**config.mk**
```make
export PLATFORM = sky130hd
export DESIGN_NAME = multiboot_request_ctrl_flat
export DESIGN_NICKNAME = d
export VERILOG_FILES = /design/src/rtl/multiboot_request_ctrl_if.sv /design/src/rtl/multiboot_request_ctrl.sv /design/src/flat_wrapper.sv
export SDC_FILE = /design/constraint.sdc
export NUM_CORES = 1
export LEC_CHECK = 0
export CAP_MARGIN = 20
export CORE_UTILIZATION = 30
export CTS_BUF_LIST = sky130_fd_sc_hd__clkbuf_4 sky130_fd_sc_hd__clkbuf_8
export DETAILED_ROUTE_END_ITERATION = 7
export PLACE_DENSITY = 0.61
export SYNTH_ARGS = -nofsm -noshare
export SYNTH_HDL_FRONTEND = slang
export SYNTH_SLANG_ARGS = --single-unit
export TNS_END_PERCENT = 30
```
**constraint.sdc**
```tcl
create_clock -name clk_icap -period 2.9 [get_ports clk_icap]
set_clock_uncertainty 0.05 [all_clocks]
set_input_delay 0.58 -clock clk_icap [delete_from_list [all_inputs] [get_ports clk_icap]]
set_output_delay 0.58 -clock clk_icap [all_outputs]
set_load 0.02 [all_outputs]
```
**src/rtl/multiboot_request_ctrl_if.sv**
```systemverilog
// Command byte-write port and reboot-request outputs of the multiboot request front-end.
interface multiboot_request_ctrl_if;
   logic        cmd_wr_i;
   logic [7:0]  cmd_data_i;
   logic        quiesce_o;
   logic        reboot_core_x_o;
   logic [4:0]  reboot_core_id_o;
   logic [23:0] spi_addr_o;
   logic        busy_o;
   logic        err_o;

   modport master (
      output cmd_wr_i, cmd_data_i,
      input  quiesce_o, reboot_core_x_o, reboot_core_id_o, spi_addr_o, busy_o, err_o
   );

   modport slave (
      input  cmd_wr_i, cmd_data_i,
      output quiesce_o, reboot_core_x_o, reboot_core_id_o, spi_addr_o, busy_o, err_o
   );
endinterface

```
**src/rtl/multiboot_request_ctrl.sv**
```systemverilog
// Guarded unlock/id/commit byte sequence -> one reboot request after a quiesce window.
// Latency: request rises HOLDOFF_CYCLES+2 cycles after the commit write; no backpressure, writes outside the sequence are dropped.
module multiboot_request_ctrl #(
   parameter logic [7:0] KEY0           = 8'h5A,
   parameter logic [7:0] KEY1           = 8'hA5,
   parameter logic [7:0] COMMIT         = 8'hC3,
   parameter int         MAX_CORE_ID    = 20,
   parameter int         SEQ_TIMEOUT    = 65535,
   parameter int         HOLDOFF_CYCLES = 1024,
   parameter int         PULSE_CYCLES   = 8
) (
   input  logic                    clk_icap,
   input  logic                    reset_n_i,
   multiboot_request_ctrl_if.slave bus
);

   // The multiboot block edge-detects the request, so it needs at least two cycles.
   localparam int PULSE_EFF = (PULSE_CYCLES < 2) ? 2 : PULSE_CYCLES;
   localparam int HOLD_EFF  = (HOLDOFF_CYCLES < 1) ? 1 : HOLDOFF_CYCLES;
   localparam int CNT_MAX   = (PULSE_EFF > HOLD_EFF) ? PULSE_EFF : HOLD_EFF;
   localparam int CW        = $clog2(CNT_MAX + 1);
   localparam int TW        = $clog2(SEQ_TIMEOUT + 1);
   localparam logic [4:0]  MAX_ID       = 5'(MAX_CORE_ID);
   localparam logic [23:0] DEFAULT_ADDR = 24'h0B0000;

   typedef enum logic [2:0] {
      S_IDLE, S_UNLK1, S_UNLK2, S_ARMED, S_CALC, S_QUIESCE, S_FIRE
   } state_t;

   state_t      state;
   logic [4:0]  id_q;
   logic [TW-1:0] to_cnt;
   logic [CW-1:0] cnt;
   logic        quiesce_q;
   logic        reboot_q;
   logic [4:0]  core_id_q;
   logic [23:0] addr_q;
   logic        err_q;

   // Page arithmetic is done in 13 bits so the product is not truncated before the subtract.
   function automatic logic [11:0] page_of(input logic [4:0] id);
      logic [12:0] prod;
      logic [12:0] diff;
      prod = 13'h0C4 * {8'd0, id};
      diff = prod - 13'h014;
      return (id == 5'd0) ? 12'h0B0 : diff[11:0];
   endfunction

   always_ff @(posedge clk_icap or negedge reset_n_i) begin
      if (!reset_n_i) begin
         state     <= S_IDLE;
         id_q      <= '0;
         to_cnt    <= '0;
         cnt       <= '0;
         quiesce_q <= 1'b0;
         reboot_q  <= 1'b0;
         core_id_q <= '0;
         addr_q    <= DEFAULT_ADDR;
         err_q     <= 1'b0;
      end else begin
         case (state)
            S_IDLE: begin
               if (bus.cmd_wr_i && bus.cmd_data_i == KEY0) begin
                  state  <= S_UNLK1;
                  err_q  <= 1'b0;
                  to_cnt <= '0;
               end
            end
            S_UNLK1, S_UNLK2, S_ARMED: begin
               if (bus.cmd_wr_i) begin
                  to_cnt <= '0;
                  if (state == S_UNLK1) begin
                     if (bus.cmd_data_i == KEY1) begin
                        state <= S_UNLK2;
                     end else begin
                        state <= S_IDLE;
                        err_q <= 1'b1;
                     end
                  end else if (state == S_UNLK2) begin
                     if (bus.cmd_data_i[7:5] == 3'b000) begin
                        id_q  <= bus.cmd_data_i[4:0];
                        state <= S_ARMED;
                     end else begin
                        state <= S_IDLE;
                        err_q <= 1'b1;
                     end
                  end else begin
                     if (bus.cmd_data_i == COMMIT && id_q <= MAX_ID) begin
                        state <= S_CALC;
                     end else begin
                        state <= S_IDLE;
                        err_q <= 1'b1;
                     end
                  end
               end else if (to_cnt == TW'(SEQ_TIMEOUT - 1)) begin
                  state  <= S_IDLE;
                  err_q  <= 1'b1;
                  to_cnt <= '0;
               end else begin
                  to_cnt <= to_cnt + 1'b1;
               end
            end
            S_CALC: begin
               addr_q    <= {page_of(id_q), 12'h000};
               core_id_q <= id_q;
               cnt       <= CW'(HOLD_EFF - 1);
               quiesce_q <= 1'b1;
               state     <= S_QUIESCE;
            end
            S_QUIESCE: begin
               if (cnt == '0) begin
                  state    <= S_FIRE;
                  reboot_q <= 1'b1;
                  cnt      <= CW'(PULSE_EFF - 1);
               end else begin
                  cnt <= cnt - 1'b1;
               end
            end
            S_FIRE: begin
               if (cnt == '0) begin
                  state     <= S_IDLE;
                  reboot_q  <= 1'b0;
                  quiesce_q <= 1'b0;
               end else begin
                  cnt <= cnt - 1'b1;
               end
            end
            default: state <= S_IDLE;
         endcase
      end
   end

   assign bus.quiesce_o        = quiesce_q;
   assign bus.reboot_core_x_o  = reboot_q;
   assign bus.reboot_core_id_o = core_id_q;
   assign bus.spi_addr_o       = addr_q;
   assign bus.busy_o           = (state != S_IDLE);
   assign bus.err_o            = err_q;

endmodule
```
**src/flat_wrapper.sv**
```systemverilog
// flat-port wrapper written by rule: the top's interface ports become plain ports
module multiboot_request_ctrl_flat 
#(
   parameter logic [7:0] KEY0           = 8'h5A,
   parameter logic [7:0] KEY1           = 8'hA5,
   parameter logic [7:0] COMMIT         = 8'hC3,
   parameter int         MAX_CORE_ID    = 20,
   parameter int         SEQ_TIMEOUT    = 65535,
   parameter int         HOLDOFF_CYCLES = 1024,
   parameter int         PULSE_CYCLES   = 8
)
  (clk_icap, reset_n_i, bus_cmd_wr_i, bus_cmd_data_i, bus_quiesce_o, bus_reboot_core_x_o, bus_reboot_core_id_o, bus_spi_addr_o, bus_busy_o, bus_err_o);
  multiboot_request_ctrl_if bus_i ();
  input  logic clk_icap;
  input  logic reset_n_i;
  input wire logic [$bits(bus_i.cmd_wr_i)-1:0] bus_cmd_wr_i;
  input wire logic [$bits(bus_i.cmd_data_i)-1:0] bus_cmd_data_i;
  output wire logic [$bits(bus_i.quiesce_o)-1:0] bus_quiesce_o;
  output wire logic [$bits(bus_i.reboot_core_x_o)-1:0] bus_reboot_core_x_o;
  output wire logic [$bits(bus_i.reboot_core_id_o)-1:0] bus_reboot_core_id_o;
  output wire logic [$bits(bus_i.spi_addr_o)-1:0] bus_spi_addr_o;
  output wire logic [$bits(bus_i.busy_o)-1:0] bus_busy_o;
  output wire logic [$bits(bus_i.err_o)-1:0] bus_err_o;
  assign bus_i.cmd_wr_i = bus_cmd_wr_i;
  assign bus_i.cmd_data_i = bus_cmd_data_i;
  assign bus_quiesce_o = bus_i.quiesce_o;
  assign bus_reboot_core_x_o = bus_i.reboot_core_x_o;
  assign bus_reboot_core_id_o = bus_i.reboot_core_id_o;
  assign bus_spi_addr_o = bus_i.spi_addr_o;
  assign bus_busy_o = bus_i.busy_o;
  assign bus_err_o = bus_i.err_o;
  multiboot_request_ctrl #(.KEY0(KEY0), .KEY1(KEY1), .COMMIT(COMMIT), .MAX_CORE_ID(MAX_CORE_ID), .SEQ_TIMEOUT(SEQ_TIMEOUT), .HOLDOFF_CYCLES(HOLDOFF_CYCLES), .PULSE_CYCLES(PULSE_CYCLES)) u_core (.clk_icap(clk_icap), .reset_n_i(reset_n_i), .bus(bus_i));
endmodule
```
Word-level counts from Yosys, hierarchy flattened
Index checks and enable logic that the tools add are counted.
- flip-flop bits (word level): 55
- latch bits: 0
- RAM bits: 0
- memory bits (read-only): 0
- input bits: 11
- output and inout port bits: 33
- logic and storage cells: 84
- memories: 0
- add/sub/neg operators: 3
- multipliers: 1
- divide/modulo/power cells: 0
- $lt $le $gt $ge: 1
- equal/unequal tests: 18
- shift operators: 0
- multiplexer cells: 32
- bitwise operators: 1
- reductions and logical operators: 19
- operators by type and width (cell ; number):
    $mux W16 ; 3
    $pmux W11 S3 ; 1
    $pmux W16 S2 ; 1
    $mux W3 ; 8
    $mux W11 ; 2
    $add A16 B1 Y16 const B ; 1
    $eq A16 B16 Y1 const B ; 1
    $eq A8 B8 Y1 const B ; 2
    $pmux W3 S5 ; 1
    $mux W12 ; 1
    $sub A12 B5 Y12 const B ; 1
    $logic_not A11 Y1 ; 1
    $sub A11 B1 Y11 const B ; 1
    $mul A6 B5 Y10 const A ; 1
    $mux W1 ; 10
    $eq A3 B3 Y1 const B ; 3
    $eq A8 B7 Y1 const B ; 1
    $eq A3 B2 Y1 const B ; 2
    $logic_not A3 Y1 ; 2
    $ne A2 B1 Y1 const B ; 3
    $pmux W1 S2 ; 3
    $reduce_and A2 Y1 ; 3
    $reduce_and A6 Y1 ; 1
    $reduce_bool A2 Y1 ; 3
    other kinds (16) ; 19

Longest topological paths before layout
Gate-level depths: netlist (run 1).
- depth in word-level cells: 7
- gate-level depth with buffers: 9
- depth with buffers taken out: 9

Least setup slack after synthesis (run 1)
Ideal clock, no wire load.
- path type: register to register
- start point: register u_core.id_q[0]
- end point: register u_core.addr_q[23], in the netlist u_core.bus.spi_addr_o[23]
- setup time: 0.142 ns
- arrival time: 2.225 ns
- data required time: 2.708 ns
- setup slack: 0.482 ns
- cell stages (with the launch flop): 10
- buffers on the path: 0
- period minus slack after synthesis: 2.418 ns
- cells stage by stage: dfrtp_1 inv_1 ha_1 ha_1 fa_1 nor2_1 nand3_1 a211oi_1 xnor2_1 o21ai_0
- cells in the longest elaborated chain, start to end: 3
- elaborated cells on any way between the ends: 4
- those cells by class: 1 x add/sub; 1 x mul; 1 x mux; 1 x reduce/logical
- ends and longest elaborated chain (item ; RTL line ; RTL):
    start, declared ; multiboot_request_ctrl.sv:31 ; logic [4:0] id_q;
    start signal, assigned ; multiboot_request_ctrl.sv:81 ; id_q <= bus.cmd_data_i[4:0];
    $mul A6 B5 Y10 ; multiboot_request_ctrl.sv:44 ; prod = 13'h0C4 * {8'd0, id};
    $sub A12 B5 Y12 ; multiboot_request_ctrl.sv:45 ; diff = prod - 13'h014;
    $mux W12 * ; multiboot_request_ctrl.sv:46 ; return (id == 5'd0) ? 12'h0B0 : diff[11:0];
    end signal, assigned ; multiboot_request_ctrl.sv:104 ; addr_q <= {page_of(id_q), 12'h000};
    end, declared ; multiboot_request_ctrl.sv:37 ; logic [23:0] addr_q;
Mark *: on every way between the ends. The rest lies on a longest branch, timed or not.
A chain may end at the register's enable or synchronous reset.

Worst setup path in the final report (run 1)
Same ends and word-level chain as after synthesis.

==> impl_metrics.csv, run 1 <==
group,metric,value,unit
floorplanning,initial_core_util,0.3102,
placed_design,post-place-ws,0.1804,ns
run_status,outcome,"completed",
sta,drv_slew,0,
synthesis,synth-seq-cells,53,
sta,rsz0062_at_grt,"false",
clocking,post-cts-setup-buffers,0,
synthesis,synth.area.top_cells,"dfrtp_1 (39%), ha_1 (7.8%), o21ai_0 (4.8%)",
global_route,grt_pass1_vias,2443,
floorplanning,io_pins,44,
sta,timing.fmax,389.0,MHz
pwr,leakage,1.617,nW
critical_path,timing.rr.end,"u_core.bus.spi_addr_o[23]",
floorplanning,rows,37,
placed_design,finalWeightedCongestion,0.8387,
detailed_routing,vias_per_cell,5.016,
sta,setup_tns,0,ns
sta,hold_viol,0,
floorplanning,die_h,105.6,µm
detailed_routing,firstDrtPassIters,4,
floorplanning,core-area,10370,µm²
flow_run,cap_violations,0,
pwr,ir_worst_vdd,0.0003777,V
detailed_routing,drt_iter0_drc,114,
critical_path,arrival,2.71,ns
clocking,numCtsBuffers,5,
synthesis,synth.distinct_cells,61,
cells_and_area,nets,405,
cells_and_area,diodes,0,
critical_path,startpoint,"u_core.id_q[0]",
global_route,overflow,0,
synthesis,yosysSeqAreaShare,0.4135,
sta,setup_ws,0.3290,ns
critical_path,r2r_setup_slack,0.33,ns
synthesis,synth_edf_count,0,
global_route,grt_pass1_wl,12.20,mm
detailed_routing,wl_per_cell,13.59,µm
synthesis,synth-main-ff-cell,"dfrtp_1",
detailed_routing,postRouteWirelength,6.933,mm
synthesis,ys.warnings.count,0,
global_route,grt_start_max_net_pins,54,
critical_path,required,3.04,ns
synthesis,synth_top_cell_area_share,0.3890,
detailed_routing,drc_errors,0,
synthesis,async_flop_share,1.000,
critical_path,crit_fanout,7,
global_route,grt_antenna_before_repair,0,
sta,finalCriticalPeriod,2.571,ns
global_route,met3_usage,0.01855,
cells_and_area,flow.area_growth_from_synthesis,15.48,%
detailed_routing,final_antenna_net_count,0,
sta,period_share,0.8865,
clocking,clk-insertion-delay-late,0.31,ns
sta,slew_headroom,0.4279,
clocking,cts_tree,"done",
clocking,clock_path_buffers,2,
synthesis,yosysMostFrequentCell,"dfrtp_1",
critical_path,setup.worst_path.end_class,"flip-flop",
critical_path,reg2reg_depth,9,
global_route,use_met1,0.2022,
clocking,clockRootBuffer,"clkbuf_8",
critical_path,start_kind,"flip-flop",
floorplanning,die_w,105.6,µm
synthesis,synth_area,3217,µm²
clocking,cts_resized,0,
clocking,clk_pin_slew,0.12,ns
sta,final-setup-viol-count,0,
global_route,top_usage_layer,"met1",
pwr,powerDensity,768.9,nW/µm²
synthesis,syn_avg_cell_area,9.434,µm²
sta,tightest_slew,0.8557,ns
critical_path,critical_path_class,"reg2reg",
critical_path,timing.rr.start,"u_core.id_q[0]",
floorplanning,die_area,11140,µm²
detailed_routing,vias,2558,
placed_design,portBuffers,29,
clocking,cts_sinks,53,
hold_path,hp-class,"in2async",
global_route,met2_usage,0.2021,
clocking,htree_levels,2,
synthesis,synth_top_area_cell,"dfrtp_1",
synthesis,synth_commonest_cells,"dfrtp_1 (50), nand2_1 (37), o21ai_0 (31), ha_1 (20), inv_1 (20)",
cells_and_area,drive_gt1_frac,0.07487,
global_route,track_usage,0.1336,
critical_path,cp-endpoint,"u_core.bus.spi_addr_o[23]",
synthesis,syn-instance-count,341,
clocking,hold_buffers,0,
placed_design,dp_hpwl,5.169,mm
==> routing by layer <==
| metal | wire, µm | up-vias |
|---|---|---|
| met5 | 0 | - |
| met4 | 38 | 0 |
| met1 | 3621 | 1238 |
| met3 | 211 | 2 |
| met2 | 3062 | 53 |
| li1 | - | 1265 |
==> cell type report <==
cell class	count	area [µm²]
Fill cell	1086	6655
Multi-Input combinational cell	258	1715
Sequential cell	53	1330
Timing Repair Buffer	35	330.3
Tap cell	136	170.2
Inverter	20	75.07
Clock buffer	5	68.82
Clock inverter	3	25.02
==> sequential cells by signal, summed over array words and instances, names as in the netlist <==
| signal | count |
|---|---|
| u_core.bus.err_o | 1 |
| u_core.bus.quiesce_o | 1 |
| u_core.bus.reboot_core_id_o | 5 |
| u_core.bus.reboot_core_x_o | 1 |
| u_core.bus.spi_addr_o | 10 |
| u_core.cnt | 11 |
| u_core.id_q | 5 |
| u_core.state | 3 |
| u_core.to_cnt | 16 |
==> logic make-up (layout without fill, tap and decap cells) <==
kind of cell | count (synthesis) | after routing | share of synthesized area
and+or+nand+nor | 113 | 113 | 0.1910
AOI/OAI and AO/OA | 92 | 92 | 0.1879
DFF | 53 | 53 | 0.4135
buffers and inverters | 43 | 63 | 0.06845
adders and majority gates | 21 | 21 | 0.08401
xor gates and xnor gates | 11 | 11 | 0.02995
muxes | 7 | 7 | 0.02411
other | 1 | 14 | 0.001166
==> through the flow <==
stage	utilization	cells	instance area (µm²)	hold slack, ns	power [mW]
after CTS	0.3582	510	3715	0.3574	2.869
after global routing	0.3582	510	3715	0.3765	3.101
after global placement	0.3492	502	3621	0.4149	2.390
final	0.3582	510	3715	0.3342	2.856
after floorplan	-	354	3266	0.2344	2.049
after detailed placement	0.3492	502	3621	0.4225	2.422
==> where the power goes <==
| group | switching (mW) | internal (mW) |
|---|---|---|
| Combinational | 0.836 | 0.595 |
| Sequential | 0.152 | 0.834 |
| Clock | 0.265 | 0.175 |
==> worst min-delay path by stage <==
stage,from,slack [ns],endpoint,cells past startpoint
6_report,reset_n_i,0.33,u_core.bus.reboot_core_id_o[0],2
5_1_grt,reset_n_i,0.38,u_core.bus.spi_addr_o[23],2
4_1_cts,reset_n_i,0.36,u_core.bus.err_o,2
3_5_place_dp,u_core.bus.spi_addr_o[18],0.42,u_core.bus.spi_addr_o[18],2
3_3_place_gp,u_core.bus.spi_addr_o[22],0.41,u_core.bus.spi_addr_o[22],2
2_1_floorplan,reset_n_i,0.23,u_core.bus.err_o,0
==> worst max-delay path: stages, from the launching register on <==
cell and delay (ns):
dfrtp_1 0.49, inv_1 0.11, ha_1 0.32, ha_1 0.23, fa_1 0.47, nor2_1 0.19, nand3_1 0.11, a211oi_1 0.27
xnor2_1 0.14, o21ai_0 0.08
==> placed cells by master, fill, tap and decap left out, drive strengths merged, types with 8 or more instances in the layout <==
cell type / instances
dfrtp: 50
o21ai: 33
inv: 21
a21oi: 14
ha: 20
xnor2: 8
nor2: 10
nand3: 17
or3: 11
conb: 14
nand2: 37
clkdlybuf4s50: 28
Note: power is estimated with default switching activity, not from simulation.
==> run 2: changes to the inputs <==
--- a/config.mk
+++ b/config.mk
@@ -10,6 +10,7 @@
 export CTS_BUF_LIST = sky130_fd_sc_hd__clkbuf_4 sky130_fd_sc_hd__clkbuf_8
 export DETAILED_ROUTE_END_ITERATION = 7
 export PLACE_DENSITY = 0.61
+export SLEW_MARGIN = 20
 export SYNTH_ARGS = -nofsm -noshare
 export SYNTH_HDL_FRONTEND = slang
 export SYNTH_SLANG_ARGS = --single-unit
==> results of run 2 <==
No change in the layout: final DEF, timing and power equal those of run 1.
==> run 3: changes to the inputs <==
--- a/config.mk
+++ b/config.mk
@@ -10,6 +10,7 @@
 export CTS_BUF_LIST = sky130_fd_sc_hd__clkbuf_4 sky130_fd_sc_hd__clkbuf_8
 export DETAILED_ROUTE_END_ITERATION = 7
 export PLACE_DENSITY = 0.61
+export SKIP_LAST_GASP = 1
 export SLEW_MARGIN = 20
 export SYNTH_ARGS = -nofsm -noshare
 export SYNTH_HDL_FRONTEND = slang
==> results of run 3 <==
No change in the layout: final DEF, timing and power equal those of run 1.
